## src/rtl/multicycle_control.sv

```systemverilog
// Main control FSM of the multi-cycle MIPS datapath: decodes the IR opcode and
// sequences one instruction over 3-5 cycles with Moore datapath controls.
module multicycle_control #(
  parameter bit ENABLE_ADDI = 1'b1
) (
  input  logic       i_clk,
  input  logic       i_rst,
  input  logic [5:0] i_opcode,
  output logic       o_pcWrite,
  output logic       o_pcWriteCond,
  output logic       o_iorD,
  output logic       o_memRead,
  output logic       o_memWrite,
  output logic       o_irWrite,
  output logic       o_memToReg,
  output logic       o_regDst,
  output logic       o_regWrite,
  output logic       o_aluSrcA,
  output logic [1:0] o_aluSrcB,
  output logic [1:0] o_aluOp,
  output logic [1:0] o_pcSource,
  output logic       o_illegal,
  output logic [3:0] o_state
);

  typedef enum logic [3:0] {
    FETCH  = 4'd0,
    DECODE = 4'd1,
    MEMADR = 4'd2,
    MEMRD  = 4'd3,
    MEMWB  = 4'd4,
    MEMWR  = 4'd5,
    EXEC   = 4'd6,
    ALUWB  = 4'd7,
    BRANCH = 4'd8,
    ADDIEX = 4'd9,
    ADDIWB = 4'd10,
    JUMP   = 4'd11
  } state_t;

  localparam logic [5:0] OP_RTYPE = 6'b000000;
  localparam logic [5:0] OP_J     = 6'b000010;
  localparam logic [5:0] OP_BEQ   = 6'b000100;
  localparam logic [5:0] OP_ADDI  = 6'b001000;
  localparam logic [5:0] OP_LW    = 6'b100011;
  localparam logic [5:0] OP_SW    = 6'b101011;

  localparam logic [1:0] ALU_ADD   = 2'b00;
  localparam logic [1:0] ALU_SUB   = 2'b01;
  localparam logic [1:0] ALU_FUNCT = 2'b10;

  localparam logic [1:0] SRCB_REG   = 2'b00;
  localparam logic [1:0] SRCB_FOUR  = 2'b01;
  localparam logic [1:0] SRCB_IMM   = 2'b10;
  localparam logic [1:0] SRCB_IMMSH = 2'b11;

  localparam logic [1:0] PCSRC_ALU    = 2'b00;
  localparam logic [1:0] PCSRC_ALUOUT = 2'b01;
  localparam logic [1:0] PCSRC_JUMP   = 2'b10;

  state_t state;
  state_t state_next;

  logic       pc_write;
  logic       pc_write_cond;
  logic       ior_d;
  logic       mem_read;
  logic       mem_write;
  logic       ir_write;
  logic       mem_to_reg;
  logic       reg_dst;
  logic       reg_write;
  logic       alu_src_a;
  logic [1:0] alu_src_b;
  logic [1:0] alu_op;
  logic [1:0] pc_source;
  logic       illegal;

  always_ff @(posedge i_clk or posedge i_rst) begin
    if (i_rst) begin
      state <= FETCH;
    end else begin
      state <= state_next;
    end
  end

  always_comb begin
    state_next = FETCH;
    illegal    = 1'b0;
    case (state)
      FETCH: state_next = DECODE;
      DECODE: begin
        case (i_opcode)
          OP_LW, OP_SW: state_next = MEMADR;
          OP_RTYPE:     state_next = EXEC;
          OP_BEQ:       state_next = BRANCH;
          OP_J:         state_next = JUMP;
          OP_ADDI: begin
            if (ENABLE_ADDI) begin
              state_next = ADDIEX;
            end else begin
              state_next = FETCH;
              illegal    = 1'b1;
            end
          end
          default: begin
            state_next = FETCH;
            illegal    = 1'b1;
          end
        endcase
      end
      // IR is stable here, so the opcode is re-read to pick load vs store
      MEMADR: begin
        if (i_opcode == OP_LW) begin
          state_next = MEMRD;
        end else if (i_opcode == OP_SW) begin
          state_next = MEMWR;
        end else begin
          state_next = FETCH;
        end
      end
      MEMRD:   state_next = MEMWB;
      EXEC:    state_next = ALUWB;
      ADDIEX:  state_next = ADDIWB;
      default: state_next = FETCH;
    endcase
  end

  always_comb begin
    pc_write      = 1'b0;
    pc_write_cond = 1'b0;
    ior_d         = 1'b0;
    mem_read      = 1'b0;
    mem_write     = 1'b0;
    ir_write      = 1'b0;
    mem_to_reg    = 1'b0;
    reg_dst       = 1'b0;
    reg_write     = 1'b0;
    alu_src_a     = 1'b0;
    alu_src_b     = SRCB_REG;
    alu_op        = ALU_ADD;
    pc_source     = PCSRC_ALU;
    case (state)
      FETCH: begin
        mem_read  = 1'b1;
        ir_write  = 1'b1;
        pc_write  = 1'b1;
        alu_src_b = SRCB_FOUR;
      end
      DECODE: alu_src_b = SRCB_IMMSH;
      MEMADR: begin
        alu_src_a = 1'b1;
        alu_src_b = SRCB_IMM;
      end
      MEMRD: begin
        ior_d    = 1'b1;
        mem_read = 1'b1;
      end
      MEMWB: begin
        mem_to_reg = 1'b1;
        reg_write  = 1'b1;
      end
      MEMWR: begin
        ior_d     = 1'b1;
        mem_write = 1'b1;
      end
      EXEC: begin
        alu_src_a = 1'b1;
        alu_op    = ALU_FUNCT;
      end
      ALUWB: begin
        reg_dst   = 1'b1;
        reg_write = 1'b1;
      end
      BRANCH: begin
        alu_src_a     = 1'b1;
        alu_op        = ALU_SUB;
        pc_source     = PCSRC_ALUOUT;
        pc_write_cond = 1'b1;
      end
      ADDIEX: begin
        alu_src_a = 1'b1;
        alu_src_b = SRCB_IMM;
      end
      ADDIWB: reg_write = 1'b1;
      JUMP: begin
        pc_source = PCSRC_JUMP;
        pc_write  = 1'b1;
      end
      default: ;
    endcase
  end

  // Reset masks every output so no strobe escapes while the FSM sits in FETCH
  always_comb begin
    if (i_rst) begin
      o_pcWrite     = 1'b0;
      o_pcWriteCond = 1'b0;
      o_iorD        = 1'b0;
      o_memRead     = 1'b0;
      o_memWrite    = 1'b0;
      o_irWrite     = 1'b0;
      o_memToReg    = 1'b0;
      o_regDst      = 1'b0;
      o_regWrite    = 1'b0;
      o_aluSrcA     = 1'b0;
      o_aluSrcB     = '0;
      o_aluOp       = '0;
      o_pcSource    = '0;
      o_illegal     = 1'b0;
      o_state       = '0;
    end else begin
      o_pcWrite     = pc_write;
      o_pcWriteCond = pc_write_cond;
      o_iorD        = ior_d;
      o_memRead     = mem_read;
      o_memWrite    = mem_write;
      o_irWrite     = ir_write;
      o_memToReg    = mem_to_reg;
      o_regDst      = reg_dst;
      o_regWrite    = reg_write;
      o_aluSrcA     = alu_src_a;
      o_aluSrcB     = alu_src_b;
      o_aluOp       = alu_op;
      o_pcSource    = pc_source;
      o_illegal     = illegal;
      o_state       = state;
    end
  end

endmodule

```

## config.mk

```make
export PLATFORM = sky130hd
export DESIGN_NAME = multicycle_control
export DESIGN_NICKNAME = d
export VERILOG_FILES = /design/src/rtl/multicycle_control.sv
export SDC_FILE = /design/constraint.sdc
export NUM_CORES = 1
export LEC_CHECK = 0
export ABC_AREA = 1
export CAP_MARGIN = 20
export CORE_MARGIN = 10
export CORE_UTILIZATION = 35
export CTS_BUF_LIST = sky130_fd_sc_hd__clkbuf_8
export DETAILED_ROUTE_END_ITERATION = 6
export PLACE_DENSITY = 0.74
export SETUP_SLACK_MARGIN = 0.1
export SYNTH_ARGS = -nofsm -noshare
export SYNTH_HDL_FRONTEND = slang
export SYNTH_SLANG_ARGS = --single-unit
```

## constraint.sdc

```tcl
create_clock -name i_clk -period 3.4 [get_ports i_clk]
set_input_delay 0.68 -clock i_clk [delete_from_list [all_inputs] [get_ports i_clk]]
set_output_delay 0.68 -clock i_clk [all_outputs]
set_load 0.05 [all_outputs]
```

Word level (Yosys, flattened, before mapping)
Index checks and enable logic that the tools add are counted.
- bits in registers: 4
- bits of input ports: 8
- logic and storage cells: 61
- equality and inequality tests: 16
- muxes and demuxes: 34
- reduce and logical (&&, ||, !) cells: 10
- operators by type and width (operator ; count):
    $pmux W4 S6 ; 1
    $mux W1 ; 23
    $pmux W4 S5 ; 1
    $eq A4 B3 Y1 const B ; 4
    $eq A4 B4 Y1 const B ; 4
    $eq A6 B6 Y1 const B ; 2
    $reduce_or A2 Y1 ; 5
    $eq A4 B2 Y1 const B ; 2
    $pmux W2 S2 ; 2
    $eq A6 B2 Y1 const B ; 1
    $eq A6 B3 Y1 const B ; 1
    $eq A6 B4 Y1 const B ; 1
    $logic_not A6 Y1 ; 1
    $mux W2 ; 3
    $mux W3 ; 2
    $pmux W2 S3 ; 1
    $reduce_or A6 Y1 ; 1
    $eq A4 B1 Y1 const B ; 1
    $logic_not A4 Y1 ; 1
    $mux W4 ; 1
    $reduce_or A4 Y1 ; 1
    $reduce_or A3 Y1 ; 1

Logic depth before layout (Yosys ltp)
- depth in word-level cells: 5
- gate-level depth with buffers: 7

Worst setup path after synthesis
No wires, ideal clock.
- kind: input port to output port
- start: input i_opcode[0]
- end: output o_illegal
- arrival time: 2042 ps
- slack: 678 ps
- stages: 5
- cells stage by stage: nand2_1 inv_1 nand3_1 nand2_1 nor3_1
- longest elaborated chain between the ends: 5
- elaborated cells between the ends (all ways): 10
- classes of those cells: 5 x eq/ne; 3 x mux; 2 x reduce/logical
- ends and longest elaborated chain (item ; line ; source):
    start, declared ; 8 ; input logic [5:0] i_opcode,
    $eq A6 B6 Y1, or another cell as far along ; 93 ; case (i_opcode)
    $reduce_or A6 Y1 (no source line) * ; - ;
    $mux W1 * ; - ;
    $mux W1 * ; 90 ; case (state)
    $mux W1 * ; 196 ; if (i_rst) begin
    end, declared ; 22 ; output logic o_illegal,
Mark *: on every way between the ends. The rest lies on a longest branch, timed or not.

Worst setup path in the final report
- start: input i_rst
- end: output o_memRead
- longest elaborated chain between the ends: 1
- ends and longest elaborated chain (item ; line ; source):
    start, declared ; 7 ; input logic i_rst,
    $mux W1 ; 196 ;
    end, declared ; 12 ; output logic o_memRead,
No other way between the ends.

==> results.py <==
metrics = {
    "outcome": {
        "status": "finished, final reports clean",
    },
    "clock_tree": {
        "clkSinkCount": 4,
        "cts_max_level": 1,
        "cts_root_buffer": "clkbuf_8",
        "path_clk_slew_ps": 40,
        "cts_resized": 0,
        "cts_buffer_depth": 2,
        "postCtsSetupRepairBufs": 0,
        "cts_hold_buf": 0,
        "cts_buffers": 3,
        "clk_latency_ps": 220,
        "cts_tree": "yes",
    },
    "drt": {
        "wl_per_cell_um": 12.2,
        "routed.top_layer": "met4",
        "wl_met3_um": 142,
        "wirelength_met1_um": 684,
        "post-route-drc-count": 0,
        "wl_mm": 1.69,
        "via_per_inst": 5.00,
        "ant_nets": 0,
        "dr.pass1.iters": 3,
        "drt_iter0_drc": 4,
        "vias": 695,
        "wl_met2_um": 783,
    },
    "power_and_ir_drop": {
        "peakVddDrop_mv": 0.314,
        "leakage_uw": 0.000466,
        "p_per_area_nw_per_um2": 570,
    },
    "die": {
        "core_um2": 1350,
        "start_util_pct": 38.8,
        "die_area_um2": 3450,
        "die_h_um": 58.7,
        "rows": 13,
        "die_w_um": 58.7,
        "pin_count": 29,
    },
    "critical_path": {
        "cp_slowest_stage_delay_ps": 840,
        "arrival_ps": 2400,
        "worstPathMaxFanout": 12,
        "crit_cells": 3,
        "worstPathRequired_ps": 2720,
        "rrSetupSlack_ps": 2270,
        "worst-path-buf-inv": 2,
        "critPathMostFrequentCell": "clkdlybuf4s50_1",
        "critical_path_class": "primary input to primary output",
        "cp-start-kind": "primary input",
        "end_kind": "primary output",
        "cpMaxStageDelayCell": "clkdlybuf4s50_1",
        "cp_top_family": "buffers and inverters",
        "path_cells": "clkdlybuf4s50_1 -> a21oi_1 -> clkdlybuf4s50_1",
        "reg2reg_depth": 7,
    },
    "cells_and_area": {
        "largest-register": "state",
        "layout_commonest_cell": "nor2_1",
        "nets": 134,
        "regArea_um2": 100,
        "final_cell_mix": "nor2_1, nand2_1, nand3_1, clkdlybuf4s50_1, inv_1",
        "antenna_cells": 0,
        "largest_reg_flops": 4,
        "largest_registers": "state x4",
        "areaGrowthSynthToFinish_pct": 69.7,
        "multiInputGateArea_um2": 344,
        "layout-drive-gt1-share_pct": 25.8,
        "n_fill_cell": 125,
    },
    "sta": {
        "slew_headroom_pct": 66.3,
        "skew_ps": 8.36,
        "rsz0062_at_grt": "false",
        "period_share_pct": 90.6,
        "drv_slew": 0,
        "max_freq_mhz": 324,
        "worst_pin_slew_ps": 504,
        "period_minus_slack_ps": 3080,
        "holdWs_ps": 725,
        "setup-violations-final": 0,
        "hold_viol": 0,
        "fin_tns_setup_ps": 0,
    },
    "synthesis": {
        "synth-warning-count": 0,
        "synthCells": 95,
        "syn_avg_cell_area_um2": 5.52,
        "syn_nets": 103,
        "synth_cell_type_count": 19,
        "ys_ff_latch": 4,
        "ys_seq_area_share_pct": 19.1,
        "syn-cell-area_um2": 524,
    },
    "place": {
        "dp_hpwl_mm": 1.48,
        "gp_congestion": 0.782,
        "port_buffers": 28,
    },
    "min_path": {
        "hold_path.class": "register to register",
        "hold_depth": 3,
    },
    "grt": {
        "grt_pass1_wl_mm": 2.73,
        "grt_usage_pct": 10.2,
        "grt-ovfl-total": 0,
        "grt_antenna_before_repair": 0,
        "grt_pass1_vias": 687,
        "grt_max_degree": 13,
    },
    "job": {
        "maxCapViolCount": 0,
    },
}
==> per-layer routing <==
| metal | vias up | track usage (%) |
|---|---|---|
| met4 | 0 | 9.84 |
| met3 | 6 | 3.86 |
| li1 | 355 | - |
| met5 | - | 0 |
| met2 | 30 | 17.6 |
| met1 | 304 | 8.69 |
==> logic make-up after synthesis <==
family | share of synthesized area [%]
AO/OA/AOI/OAI | 8.35
buffers and inverters | 15.3
flip-flops | 19.1
AND/OR/NAND/NOR | 57.3
==> worst min-delay path, stage by stage, from the launching register on <==
cell and delay [ps]:
dfrtp_1 420, nor2_1 110, nand2_1 100, nand2_1 60
==> cell usage after synthesis (all sizes together) <==
master,count,area (um2)
o21ai,1,8.76
nand2b,1,6.26
buf,3,20.0
a21oi,3,15.0
nand4,1,6.26
nand2,19,83.8
o21a,1,7.51
dfrtp,4,100
o22ai,2,12.5
inv,16,60.1
nor2,29,129
nor3,2,10.0
nand3,13,65.1
==> power breakdown <==
| part | internal (uW) | total (uW) | switching (uW) |
|---|---|---|---|
| sequential | 58.0 | 73.0 | 15.0 |
| clock | 75.7 | 103 | 27.2 |
| combinational | 110 | 331 | 221 |
| total | 244 | 507 | 263 |
==> area by class of cell <==
class | count | area share [%]
multi-input combinational | 72 | 38.7
sequential | 4 | 11.3
inverter | 16 | 6.75
clock buffer | 3 | 4.64
tap | 15 | 2.11
timing repair buffer | 29 | 36.6
==> per-stage QoR <==
stage / worst slack [ps] / instance area [um2] / instances / total power [uW] / utilization, %
4_1_cts: 324 / 890 / 139 / 512 / 65.9
3_5_place_dp: 333 / 848 / 136 / 407 / 62.8
6_report: 318 / 890 / 139 / 507 / 65.9
3_3_place_gp: 351 / 848 / 136 / 403 / 62.8
5_1_grt: 235 / 890 / 139 / 535 / 65.9
2_1_floorplan: 678 / 524 / 95 / 287 / -
==> final timing paths <==
| path | from | to |
|---|---|---|
| setup / recovery | i_rst | o_memRead |
| hold / removal | state[2] | state[3] |
| setup reg to reg | state[0] | state[0] |
| hold reg to reg | state[2] | state[3] |
| max in group asynchronous | i_rst | state[2] |
| min in group asynchronous | i_rst | state[0] |
No activity file was read; power rests on OpenSTA's default activity.
==> RTL edit (same settings) <==
Change the parameter `ENABLE_ADDI` from 1'b1 to 1'b0.
--- a/src/rtl/multicycle_control.sv
+++ b/src/rtl/multicycle_control.sv
@@ -2,5 +2,5 @@
 // sequences one instruction over 3-5 cycles with Moore datapath controls.
 module multicycle_control #(
-  parameter bit ENABLE_ADDI = 1'b1
+  parameter bit ENABLE_ADDI = 1'b0
 ) (
   input  logic       i_clk,
Formal check against the unedited RTL: not equivalent (a bounded check fails within 4 cycles, from zero or initial values and one cycle with i_rst high).
==> RTL edit against the unedited design <==
Sequential cell count did not move. Cell count rose by 3.6%. Via count rose by 1.4%. Area after synthesis fell by 3.3%. Utilization fell by 0.70 points. Largest power group unchanged. Setup slack improved by 99 ps. Routed wire length fell by 1.5%. Critical path type unchanged. Sequential power fell by 7.1%. Final area fell by 2.3%. Total power fell by 7.0%. Global-route usage fell by 0.32 points. Critical endpoint is now o_state[1].
==> RTL edit: results (changes against the unedited design) <==
Detailed routing
  – Drt total wl: 1670 um (-1.5%)
  – Vias: 705 (+1.4%)
  – DR iter-0 viols: 13 (+9)

Finish
  – Layout cell share with drive strength beyond 1: 0.186 (-0.0720)
  – Invs w/o clock: 18 (+2)
  – Sequential share of cell area: 0.115 (+0.00259)
  – Multi-input combinational area share: 0.370 (-0.0170)
  – Filler cell count: 126 (+0.80%)
  – Synthesis-to-layout area growth: 71.6%
  – ClkCell Share: 0.0475 (+0.00107)
  – Multi-input gate count: 75 (+4.2%)
  – Fin cells: 144 (+3.6%)

Global route
  – Total GRT Usage: 0.0985 (-0.00316)
  – Vias in the first global route: 665 (-3.2%)
  – First-pass GRT wire length: 2730 um (+0.26%)
  – Largest net degree at the start of global routing: 14 (+1)

Yosys
  – Synthesized area per cell: 5.07 um2 (-8.2%)
  – Cell variety after synth: 16 (-3)
  – Top cells by area, synth: nor2_1, dfrtp_1, nand2_1, inv_1, nand3_1
  – Sequential-to-total area share from yosys stat: 0.198 (+0.00660)
  – Post-Syn Nets: 108 (+4.9%)
  – Most common library cells after synthesis: nor2_1, nand2_1, inv_1

Timing
  – Worst-margin pin slew: 500 ps (-3.37 ps)
  – Skew final: 4.02 ps (-4.34 ps)

Floorplanning
  – Die ar.: 3370 um2 (-2.2%)

Pwr
  – Switching fraction of total power: 0.516 (-0.00320)
  – Maximum vdd drop: 277 uV (-12%)
  – Leak: 0.000450 uW (-3.4%)
  – Comb pwr: 301 uW (-9.1%)
  – Cell Int Power: 228 uW (-6.4%)

CTS
  – Insertion delay to the later sink of the worst-skew pair: 220 ps (about the same)

Status
  – Outcome: completed

Critical path
  – Worst path max stage delay: 820 ps (-20 ps)
  – CP arrival: 2300 ps (-100 ps)

Place
  – Placed Cells: 141 (+3.7%)
  – RD Place Congestion: 0.799 (+2.1%)
  – Final HPWL DP: 1420 um (-3.5%)
  – Dpl cell area: 828 um2 (-2.4%)
  – Worst slack, placed: 425 ps (+92.2 ps)
==> RTL edit: metal layers <==
layer,part of all wire,wire length (um),GRT usage,vias up
met2,0.44,728,0.161,34
met4,0.022,36,0.0604,0
met1,0.43,711,0.0972,298
met5,0,0,0,-
met3,0.11,191,0.0501,5
li1,-,-,-,368
==> RTL edit: kinds of logic after synthesis <==
| logic type | share of synthesized area |
|---|---|
| flops | 0.198 |
| simple gates | 0.523 |
| compound gates | 0.111 |
| buf+inv | 0.168 |
==> RTL edit: path summary, 6_finish.rpt <==
path,start,end,slack [ps],cells after the start
worst max-delay path,i_rst,o_state[1],420,3
worst min-delay path,state[3]$_DFF_PP0_,state[0]$_DFF_PP0_,700,3
worst max register to register,state[0]$_DFF_PP0_,state[2]$_DFF_PP0_,2310,5
worst min register to register,state[3]$_DFF_PP0_,state[0]$_DFF_PP0_,700,3
max in group asynchronous,i_rst,state[0]$_DFF_PP0_,2200,2
min in group asynchronous,i_rst,state[1]$_DFF_PP0_,1000,2
